<file path="config.mk">
export PLATFORM = sky130hd
export DESIGN_NAME = nspi_tx_burst
export DESIGN_NICKNAME = d
export VERILOG_FILES = /design/src/rtl/nspi_tx_burst.sv
export SDC_FILE = /design/constraint.sdc
export NUM_CORES = 1
export LEC_CHECK = 0
export CORE_MARGIN = 5
export CORE_UTILIZATION = 55
export DETAILED_ROUTE_END_ITERATION = 10
export PLACE_DENSITY_LB_ADDON = 0.12
export SYNTH_ARGS = -nofsm -noshare
export SYNTH_HDL_FRONTEND = slang
export SYNTH_SLANG_ARGS = --single-unit
</file>
<file path="constraint.sdc">
create_clock -name clk -period 4.1 [get_ports clk]
set_input_delay 0.82 -clock clk [delete_from_list [all_inputs] [get_ports clk]]
set_output_delay 0.82 -clock clk [all_outputs]
set_load 0.02 [all_outputs]
</file>
<file path="src/rtl/nspi_tx_burst.sv">
// Multi-lane SPI burst transmitter: CHANNEL_NUMBER words shifted out in parallel on a
// shared spi_clk/spi_cs_n, with valid/ready streaming so back-to-back words run gaplessly.
//
// state     | meaning
// ----------|-----------------------------------------------------------
// IDLE      | cs_n high, waiting for the first word of a burst
// SETUP     | spi_clk at CPOL, current bit stable on spi_mosi
// LEAD      | spi_clk at ~CPOL (sampling half); trailing tick advances
// WAIT_NEXT | word finished, burst not last: cs_n low, waiting for data
// HOLD      | final half-period before cs_n is released
module nspi_tx_burst #(
  parameter int CHANNEL_NUMBER = 3,
  parameter int SPI_SIZE       = 8,
  parameter bit MSB_FIRST      = 1'b1,
  parameter int CLK_DIV        = 1,
  parameter bit CPOL           = 1'b0
) (
  input  logic                      clk,
  input  logic                      rst,
  input  logic [SPI_SIZE-1:0]       data_in [CHANNEL_NUMBER],
  input  logic                      data_last,
  input  logic                      data_valid,
  output logic                      data_ready,
  input  logic                      abort,
  output logic                      spi_clk,
  output logic [CHANNEL_NUMBER-1:0] spi_mosi,
  output logic                      spi_cs_n,
  output logic                      busy,
  output logic                      tx_done
);

  localparam int BW = $clog2(SPI_SIZE);
  localparam int DW = (CLK_DIV > 1) ? $clog2(CLK_DIV) : 1;
  localparam logic [BW-1:0] BIT_LAST = BW'(SPI_SIZE - 1);
  localparam logic [DW-1:0] DIV_LAST = DW'(CLK_DIV - 1);

  typedef enum logic [2:0] {
    S_IDLE,
    S_SETUP,
    S_LEAD,
    S_WAIT_NEXT,
    S_HOLD
  } state_t;

  state_t                                  state_q, state_d;
  logic [DW-1:0]                           div_q, div_d;
  logic [BW-1:0]                           bit_q, bit_d;
  logic                                    last_q, last_d;
  logic [CHANNEL_NUMBER-1:0][SPI_SIZE-1:0] sh_q, sh_d;
  logic                                    sclk_q, sclk_d;
  logic [CHANNEL_NUMBER-1:0]               mosi_q, mosi_d;
  logic                                    cs_n_q, cs_n_d;
  logic                                    busy_q, busy_d;
  logic                                    done_q, done_d;

  logic                                    tick;
  logic                                    accept;
  logic [CHANNEL_NUMBER-1:0][SPI_SIZE-1:0] load_word;
  logic [CHANNEL_NUMBER-1:0][SPI_SIZE-1:0] load_sh;
  logic [CHANNEL_NUMBER-1:0][SPI_SIZE-1:0] next_sh;
  logic [CHANNEL_NUMBER-1:0]               load_mosi;
  logic [CHANNEL_NUMBER-1:0]               next_mosi;

  // Words are stored in transmit order, so the shifter always emits from its MSB.
  function automatic logic [SPI_SIZE-1:0] order_word(input logic [SPI_SIZE-1:0] w);
    logic [SPI_SIZE-1:0] r;
    r = '0;
    for (int i = 0; i < SPI_SIZE; i++) begin
      r[i] = MSB_FIRST ? w[i] : w[SPI_SIZE-1-i];
    end
    return r;
  endfunction

  assign tick = (div_q == DIV_LAST);

  always_comb begin
    load_word = '0;
    for (int l = 0; l < CHANNEL_NUMBER; l++) begin
      load_word[l] = order_word(data_in[l]);
    end
  end

  always_comb begin
    load_mosi = '0;
    load_sh   = '0;
    next_mosi = '0;
    next_sh   = '0;
    for (int l = 0; l < CHANNEL_NUMBER; l++) begin
      load_mosi[l] = load_word[l][SPI_SIZE-1];
      load_sh[l]   = {load_word[l][SPI_SIZE-2:0], 1'b0};
      next_mosi[l] = sh_q[l][SPI_SIZE-1];
      next_sh[l]   = {sh_q[l][SPI_SIZE-2:0], 1'b0};
    end
  end

  // Ready only on the trailing tick of a word's final bit keeps bursts gapless.
  always_comb begin
    data_ready = 1'b0;
    if (!abort) begin
      case (state_q)
        S_IDLE, S_WAIT_NEXT: data_ready = 1'b1;
        S_LEAD:              data_ready = (bit_q == BIT_LAST) && !last_q && tick;
        default:             data_ready = 1'b0;
      endcase
    end
  end

  assign accept = data_valid && data_ready;

  always_comb begin
    state_d = state_q;
    bit_d   = bit_q;
    last_d  = last_q;
    sh_d    = sh_q;
    sclk_d  = sclk_q;
    mosi_d  = mosi_q;
    cs_n_d  = cs_n_q;
    busy_d  = busy_q;
    done_d  = 1'b0;

    if (abort && state_q != S_IDLE) begin
      state_d = S_IDLE;
      bit_d   = '0;
      sclk_d  = CPOL;
      mosi_d  = '0;
      cs_n_d  = 1'b1;
      busy_d  = 1'b0;
    end else begin
      case (state_q)
        S_IDLE: begin
          if (accept) begin
            state_d = S_SETUP;
            sh_d    = load_sh;
            mosi_d  = load_mosi;
            last_d  = data_last;
            bit_d   = '0;
            sclk_d  = CPOL;
            cs_n_d  = 1'b0;
            busy_d  = 1'b1;
          end
        end
        S_SETUP: begin
          sclk_d = CPOL;
          if (tick) begin
            state_d = S_LEAD;
            sclk_d  = ~CPOL;
          end
        end
        S_LEAD: begin
          if (tick) begin
            sclk_d = CPOL;
            if (bit_q != BIT_LAST) begin
              state_d = S_SETUP;
              bit_d   = bit_q + 1'b1;
              mosi_d  = next_mosi;
              sh_d    = next_sh;
            end else if (accept) begin
              state_d = S_SETUP;
              bit_d   = '0;
              sh_d    = load_sh;
              mosi_d  = load_mosi;
              last_d  = data_last;
            end else if (last_q) begin
              state_d = S_HOLD;
            end else begin
              state_d = S_WAIT_NEXT;
            end
          end
        end
        S_WAIT_NEXT: begin
          sclk_d = CPOL;
          if (accept) begin
            state_d = S_SETUP;
            bit_d   = '0;
            sh_d    = load_sh;
            mosi_d  = load_mosi;
            last_d  = data_last;
          end
        end
        S_HOLD: begin
          sclk_d = CPOL;
          if (tick) begin
            state_d = S_IDLE;
            cs_n_d  = 1'b1;
            mosi_d  = '0;
            busy_d  = 1'b0;
            done_d  = 1'b1;
          end
        end
        default: begin
          state_d = S_IDLE;
        end
      endcase
    end
  end

  // Every state change restarts the half-period so each phase is exactly CLK_DIV cycles.
  always_comb begin
    div_d = div_q + 1'b1;
    if (tick || state_d != state_q) begin
      div_d = '0;
    end
  end

  always_ff @(posedge clk or posedge rst) begin
    if (rst) begin
      state_q <= S_IDLE;
      div_q   <= '0;
      bit_q   <= '0;
      last_q  <= 1'b0;
      sh_q    <= '0;
      sclk_q  <= CPOL;
      mosi_q  <= '0;
      cs_n_q  <= 1'b1;
      busy_q  <= 1'b0;
      done_q  <= 1'b0;
    end else begin
      state_q <= state_d;
      div_q   <= div_d;
      bit_q   <= bit_d;
      last_q  <= last_d;
      sh_q    <= sh_d;
      sclk_q  <= sclk_d;
      mosi_q  <= mosi_d;
      cs_n_q  <= cs_n_d;
      busy_q  <= busy_d;
      done_q  <= done_d;
    end
  end

  assign spi_clk  = sclk_q;
  assign spi_mosi = mosi_q;
  assign spi_cs_n = cs_n_q;
  assign busy     = busy_q;
  assign tx_done  = done_q;

endmodule

</file>
==> flow_summary.json <==
{
  "r2r_slack_ps": 1390,
  "syn-mean-instance-area_um2": 9.23,
  "gp_congestion": 0.919,
  "cp_max_fo": 14,
  "synth-edff-count": 0,
  "critPathLaunchType": "input pin",
  "pwr-share-seq": 0.538,
  "fin_skew_ps": 6.77,
  "dp_hpwl_um": 3160,
  "synthXorXnorAreaFrac": 0,
  "ys_types": 46,
  "cts_resized": 0,
  "highest_layer": "met4",
  "synth_compound_area_frac": 0.264,
  "vias": 1734,
  "synthAdderAreaFrac": 0.0127,
  "crit_required_ps": 3280,
  "start_util": 0.578,
  "slowest_stage": "clkdlybuf4s50_1",
  "cts_sinks": 39,
  "final_nets": 276,
  "synth_area_um2": 1970,
  "clkTransAtPathRegs_ps": 110,
  "reg2reg_from": "bit_q[0]",
  "synthTopCellsByCount": "38 x dfrtp_1, 32 x inv_1, 31 x a21oi_1",
  "chipWidth_um": 69.9,
  "crit_start": "abort",
  "clk_path_buf_depth": 2,
  "crit_arrival_ps": 2580,
  "finalHoldViolCount": 0,
  "place_inst": 284,
  "muxShareOfSynthArea": 0,
  "synth_top_area_share": 0.482,
  "wl_met2_um": 2230,
  "slowest_delay_ps": 650,
  "wirelength_um": 4460,
  "dp_slack_ps": 727,
  "rsz0062_at_grt": "no",
  "ant_nets": 0,
  "grt_pass1_wl_um": 7710,
  "tns_ps": 0,
  "endpoint_kind": "output pin",
  "synth_seq_cells": 39,
  "synth_largest_area_cell": "dfrtp_1",
  "synth_ff_type": "dfrtp_1",
  "final_cells": 292,
  "p_int_w": 0.000640,
  "status": "complete, no violations",
  "post_cts_buffers": 0,
  "reg2reg_depth": 7,
  "ctsHoldBuffers": 0,
  "ys_seq_area_frac": 0.495,
  "hp-class": "flop to flop",
  "diodes": 0,
  "async_flop_share": 1.00,
  "gr-total-overflow": 0,
  "switchingPower_w": 0.000302,
  "grt_pass1_vias": 1719,
  "cts_max_level": 2,
  "syn_inst": 214,
  "drive_gt1_frac": 0.0650,
  "max_slew.worst_pin.slew_ps": 737,
  "drcViolationCount": 0,
  "grt_antenna_before_repair": 0,
  "crit_chain": "clkdlybuf4s50_1 -> nor2_2 -> o211a_1 -> clkdlybuf4s50_1",
  "finalPower_w": 0.000942,
  "numCtsBuffers": 5,
  "worstReg2RegEnd": "next_sh[23]",
  "layout_min_cycle_time_ps": 3400,
  "clockRootBuffer": "clkbuf_4",
  "avgViaCountPerCell": 5.94,
  "pin_count": 37,
  "finalSetupViolations": 0,
  "fmax_ghz": 0.294,
  "dieArea_um2": 4890,
  "powerDensity_nw_per_um2": 395,
  "slew_headroom": 0.509,
  "drt_iter0_drc": 255,
  "clk_latency_ps": 340,
  "wl_met1_um": 1870,
  "synth_top_family_by_area": "compound AO/OA/AOI/OAI gates",
  "wl_met3_um": 281,
  "syn_to_final_growth_pct": 20.7,
  "power_frac_clock": 0.200,
  "grt_max_degree": 40,
  "finalCritPeriodShare": 0.830,
  "crit_type": "input pin to output pin",
  "cpMostUsedCell": "clkdlybuf4s50_1",
  "cts_tree": "built",
  "core_um2": 3420,
  "synth.top_cells.by_area": "dfrtp_1 48%, a21oi_1 7.9%, o22ai_1 6.7%",
  "fillers": 271,
  "yosys.area_share.simple": 0.129,
  "fin_ws_ps": 698,
  "avgRoutedWirePerCell_um": 15.3,
  "row_count": 21,
  "drtPass1Iterations": 4,
  "maxCapViolations": 0,
  "leakage_nw": 1.10,
  "pwr-share-comb": 0.261,
  "endpoint": "data_ready",
  "synth_nets": 245,
  "die_h_um": 69.9,
  "yosysMostFrequentCell": "dfrtp_1",
  "switching_share": 0.320,
  "grt_usage": 0.195,
  "portBuffers": 36,
  "final_util": 0.698,
  "yosysWarnings": 0,
  "slew_viol_final": 0,
  "vdd_ir_drop_max_v": 0.000253
}
-- power by group through the flow --
| stage | logic (W) | clock network [W] | registers [W] |
|---|---|---|---|
| 2_1_floorplan | 0.000137 | 0 | 0.000518 |
| 3_3_place_gp | 0.000238 | 0 | 0.000508 |
| 3_5_place_dp | 0.000246 | 0 | 0.000513 |
| 4_1_cts | 0.000247 | 0.000193 | 0.000506 |
| 5_1_grt | 0.000273 | 0.000214 | 0.000517 |
| 6_report | 0.000246 | 0.000189 | 0.000507 |
-- worst min-delay path by stage --
stage	from	to	slack [ps]	depth (start not counted)
6_report	spi_cs_n	spi_cs_n	480	2
5_1_grt	spi_cs_n	spi_cs_n	500	2
4_1_cts	spi_cs_n	spi_cs_n	480	2
3_5_place_dp	spi_cs_n	spi_cs_n	460	2
3_3_place_gp	spi_cs_n	spi_cs_n	450	2
2_1_floorplan	bit_q[1]	bit_q[1]	470	1
-- cells in the final DEF (no fill, tap or decap), drive strengths merged, types with 4 or more instances in the layout --
cell / n
a21oi: 31
o221ai: 4
clkbuf: 7
clkdlybuf4s50: 36
inv: 32
dfrtp: 38
nor3: 4
nor2: 11
nand3: 4
o21ai: 6
nand2: 8
o22ai: 21
-- per-stage QoR --
stage	hold WS, ps	area, um^2
floorplan	470	1970
global placement	450	2330
detailed placement	456	2330
CTS	478	2380
global route	496	2380
finish	476	2380
-- worst max-delay path, delay by kind of cell --
kind	cells	cell delay [ps]
AND/OR/NAND/NOR	1	330
buffers and inverters	2	1240
AO/OA/AOI/OAI	1	190
-- logic make-up (layout without fill, tap and decap cells) --
| group | after synthesis | count (layout) |
|---|---|---|
| compound gates | 81 | 81 |
| buf+inv | 46 | 78 |
| simple gates | 45 | 45 |
| flops | 39 | 39 |
| fa+ha+maj | 2 | 2 |
| other cells | 1 | 1 |
-- final cells by class --
type,count,area (um^2),area share
inverter,32,120,0.0504
sequential,39,977,0.410
tap,46,57.6,0.0241
clock buffer,7,45.0,0.0189
clock inverter,1,5.00,0.00210
timing repair buffer,38,375,0.157
multi-input combinational,129,803,0.337
-- registers in the layout, indices dropped and copies added, names as in the netlist --
| signal | cells |
|---|---|
| state_q | 3 |
| spi_cs_n | 1 |
| div_q | 1 |
| spi_clk | 1 |
| last_q | 1 |
| next_mosi | 3 |
| tx_done | 1 |
| next_sh | 21 |
| bit_q | 3 |
| busy | 1 |
| spi_mosi | 3 |
-- metal layers --
| metal | vias to the layer above | global-route usage |
|---|---|---|
| met5 | - | 0 |
| met4 | 0 | 0.0809 |
| met3 | 10 | 0.0617 |
| met2 | 68 | 0.325 |
| met1 | 831 | 0.233 |
| li1 | 825 | - |
Note: power is estimated with default switching activity, not from simulation.
==> RTL edit, RTL diff (config.mk and constraints unchanged) <==
The 5 states of `state_t` get a one-hot encoding in 5 bits.
--- a/src/rtl/nspi_tx_burst.sv
+++ b/src/rtl/nspi_tx_burst.sv
@@ -35,10 +35,10 @@
   localparam logic [DW-1:0] DIV_LAST = DW'(CLK_DIV - 1);
 
-  typedef enum logic [2:0] {
-    S_IDLE,
-    S_SETUP,
-    S_LEAD,
-    S_WAIT_NEXT,
-    S_HOLD
+  typedef enum logic [4:0] {
+    S_IDLE      = 5'b00001,
+    S_SETUP     = 5'b00010,
+    S_LEAD      = 5'b00100,
+    S_WAIT_NEXT = 5'b01000,
+    S_HOLD      = 5'b10000
   } state_t;
 
Behaviour: no difference found for any inputs over 10 cycles, from zero or initial values and one cycle with rst high; not proved beyond that.
==> RTL edit against the unedited design <==
- synthesized cell count increased by 2.3%
- synthesized area increased by 20%
- sequential cell count rose by 2
- count of clock-buffer cells in the layout down 2
- register-to-register slack lost 0.02 ns
- sequential share of layout area is 4.6 points lower
- die area grew 17%
- final cell count increased by 3.8%
- first-iteration DRC count shrank 41%
- wire length is 14% higher
- design area increased by 19%
- setup slack better by 0.080 ns
Power is not compared: it rests on default switching activity, and its combinational part moved more than twofold at a synthesized area within 25%.
==> RTL edit: results (changes against the unedited design) <==
Detailed routing
  – Metal2 WL: 2320 microns (+4.0%)
  – WL per Instance: 16.8 microns (+9.6%)
  – Vias: 1814 (+4.6%)
  – Detailed Route Iter0 Violations: 151 (-41%)
  – M1 WL: 2410 microns (+29%)
  – Routed wl met3: 287 microns (+2.1%)

Synth
  – Seq/Total Area, Yosys: 43.5% (-6.0 points)
  – Synth Area in Compound Gates: 31.1% (+4.7 points)
  – Post-synth net total: 250 (+2.0%)
  – Mean Syn Cell Area: 10.8 sq um (+17%)
  – Proportion of synthesized area in mux cells: 0.900% (+0.90 points)
  – Xor and xnor area share after synthesis: 0.741% (+0.74 points)
  – Most instantiated cells after synthesis: 39 x dfrtp_1, 25 x o22ai_1, 20 x a2bb2oi_2, 17 x nor2_1, 13 x nand2_1
  – Post-synthesis adder-cell area fraction: 1.06% (-0.21 points)
  – Netlist cell types: 50 (+8.7%)

Finish
  – Proportion of cell area occupied by registers: 36.4% (-4.6 points)
  – Layout net count: 283 (+2.5%)
  – Multi-input comb cells: 155 (+20%)
  – Layout cells sized above 1: 19.4% (+13 points)
  – Post-layout util: 69.2% (-0.55 points)
  – Multi-input logic area: 1190 sq um (+48%)
  – Buffers, non-clock: 42 (+11%)
  – Finished Layout Cells: 303 (+3.8%)
  – Reg area: 1030 sq um (+5.3%)
  – Non-CTS inverters: 7 (-78%)
  – NonClk Buf Share: 14.3% (-1.4 points)

Setup path
  – Crit path max fanout: 15 (+1)
  – Reg2reg end: next_sh[3]
  – Data arrival, critical path: 2.50 ns (-0.08 ns)
  – Crit-path leading delay family: simple AND/OR/NAND/NOR gates
  – Worst flop-to-flop path startpoint: state_q[4]
  – CP startpoint: state_q[1]
  – Reg2reg path depth: 6 (-1)

GRT
  – M3 GR Usage: 5.15% (-1.0 points)
  – GR Util met2: 29.1% (-3.4 points)
  – GR Util met1: 28.1% (+4.8 points)
  – First-pass GRT wire length: 8280 microns (+7.3%)
  – Vias in the first global route: 1699 (-1.2%)

Clock network
  – CTS Root Cell: clkbuf_8
  – Clock sinks: 41 (+5.1%)
  – Worst-path clk slew: 0.08 ns (-0.03 ns)

Place
  – Placer's final routability congestion estimate: 0.907 (-1.3%)
  – Post-DP Area: 2710 sq um (+16%)
  – Pre-CTS setup slack: 0.909 ns (+0.182 ns)
  – Post-DP HPWL: 3530 microns (+12%)

Status
  – Status: complete, no violations

STA
  – Relative slew slack: 47.1% (-3.8 points)
  – Layout Skew: 0.00632 ns (-0.000452 ns)
  – Setup WS post-layout: 0.778 ns (+0.0802 ns)
RTL edit: changes by cell type in the layout (fill, tap and decap cells not counted), sizes merged, moves of 4 or more:
cell and delta:
a2bb2oi +27, inv -25, a21oi -22, nor2 +7, nand2 +5, a21boi +4, buf +4, o221ai -4
o22ai +4
RTL edit: tightest hold or removal path, delay by kind of cell, from the launching register on:
family,cells,cell delay [ns]
AOI/OAI and AO/OA,1,0.06
DFF,1,0.37
and+or+nand+nor,1,0.06
RTL edit: cell families after synthesis:
family                   after synthesis
flip-flops                            41
AO/OA/AOI/OAI                         83
adder cells (fa/ha/maj)                2
XOR/XNOR                               2
multiplexers                           2
other                                  1
buffers and inverters                 23
AND/OR/NAND/NOR                       65
RTL edit: power groups by stage:
stage	Combinational, mW	Clock (mW)	Sequential [mW]
global placement	0.982	0	0.687
global route	1.09	0.355	0.701
CTS	1.00	0.338	0.686
floorplan	0.795	0	0.676
finish	0.996	0.330	0.687
detailed placement	0.999	0	0.692
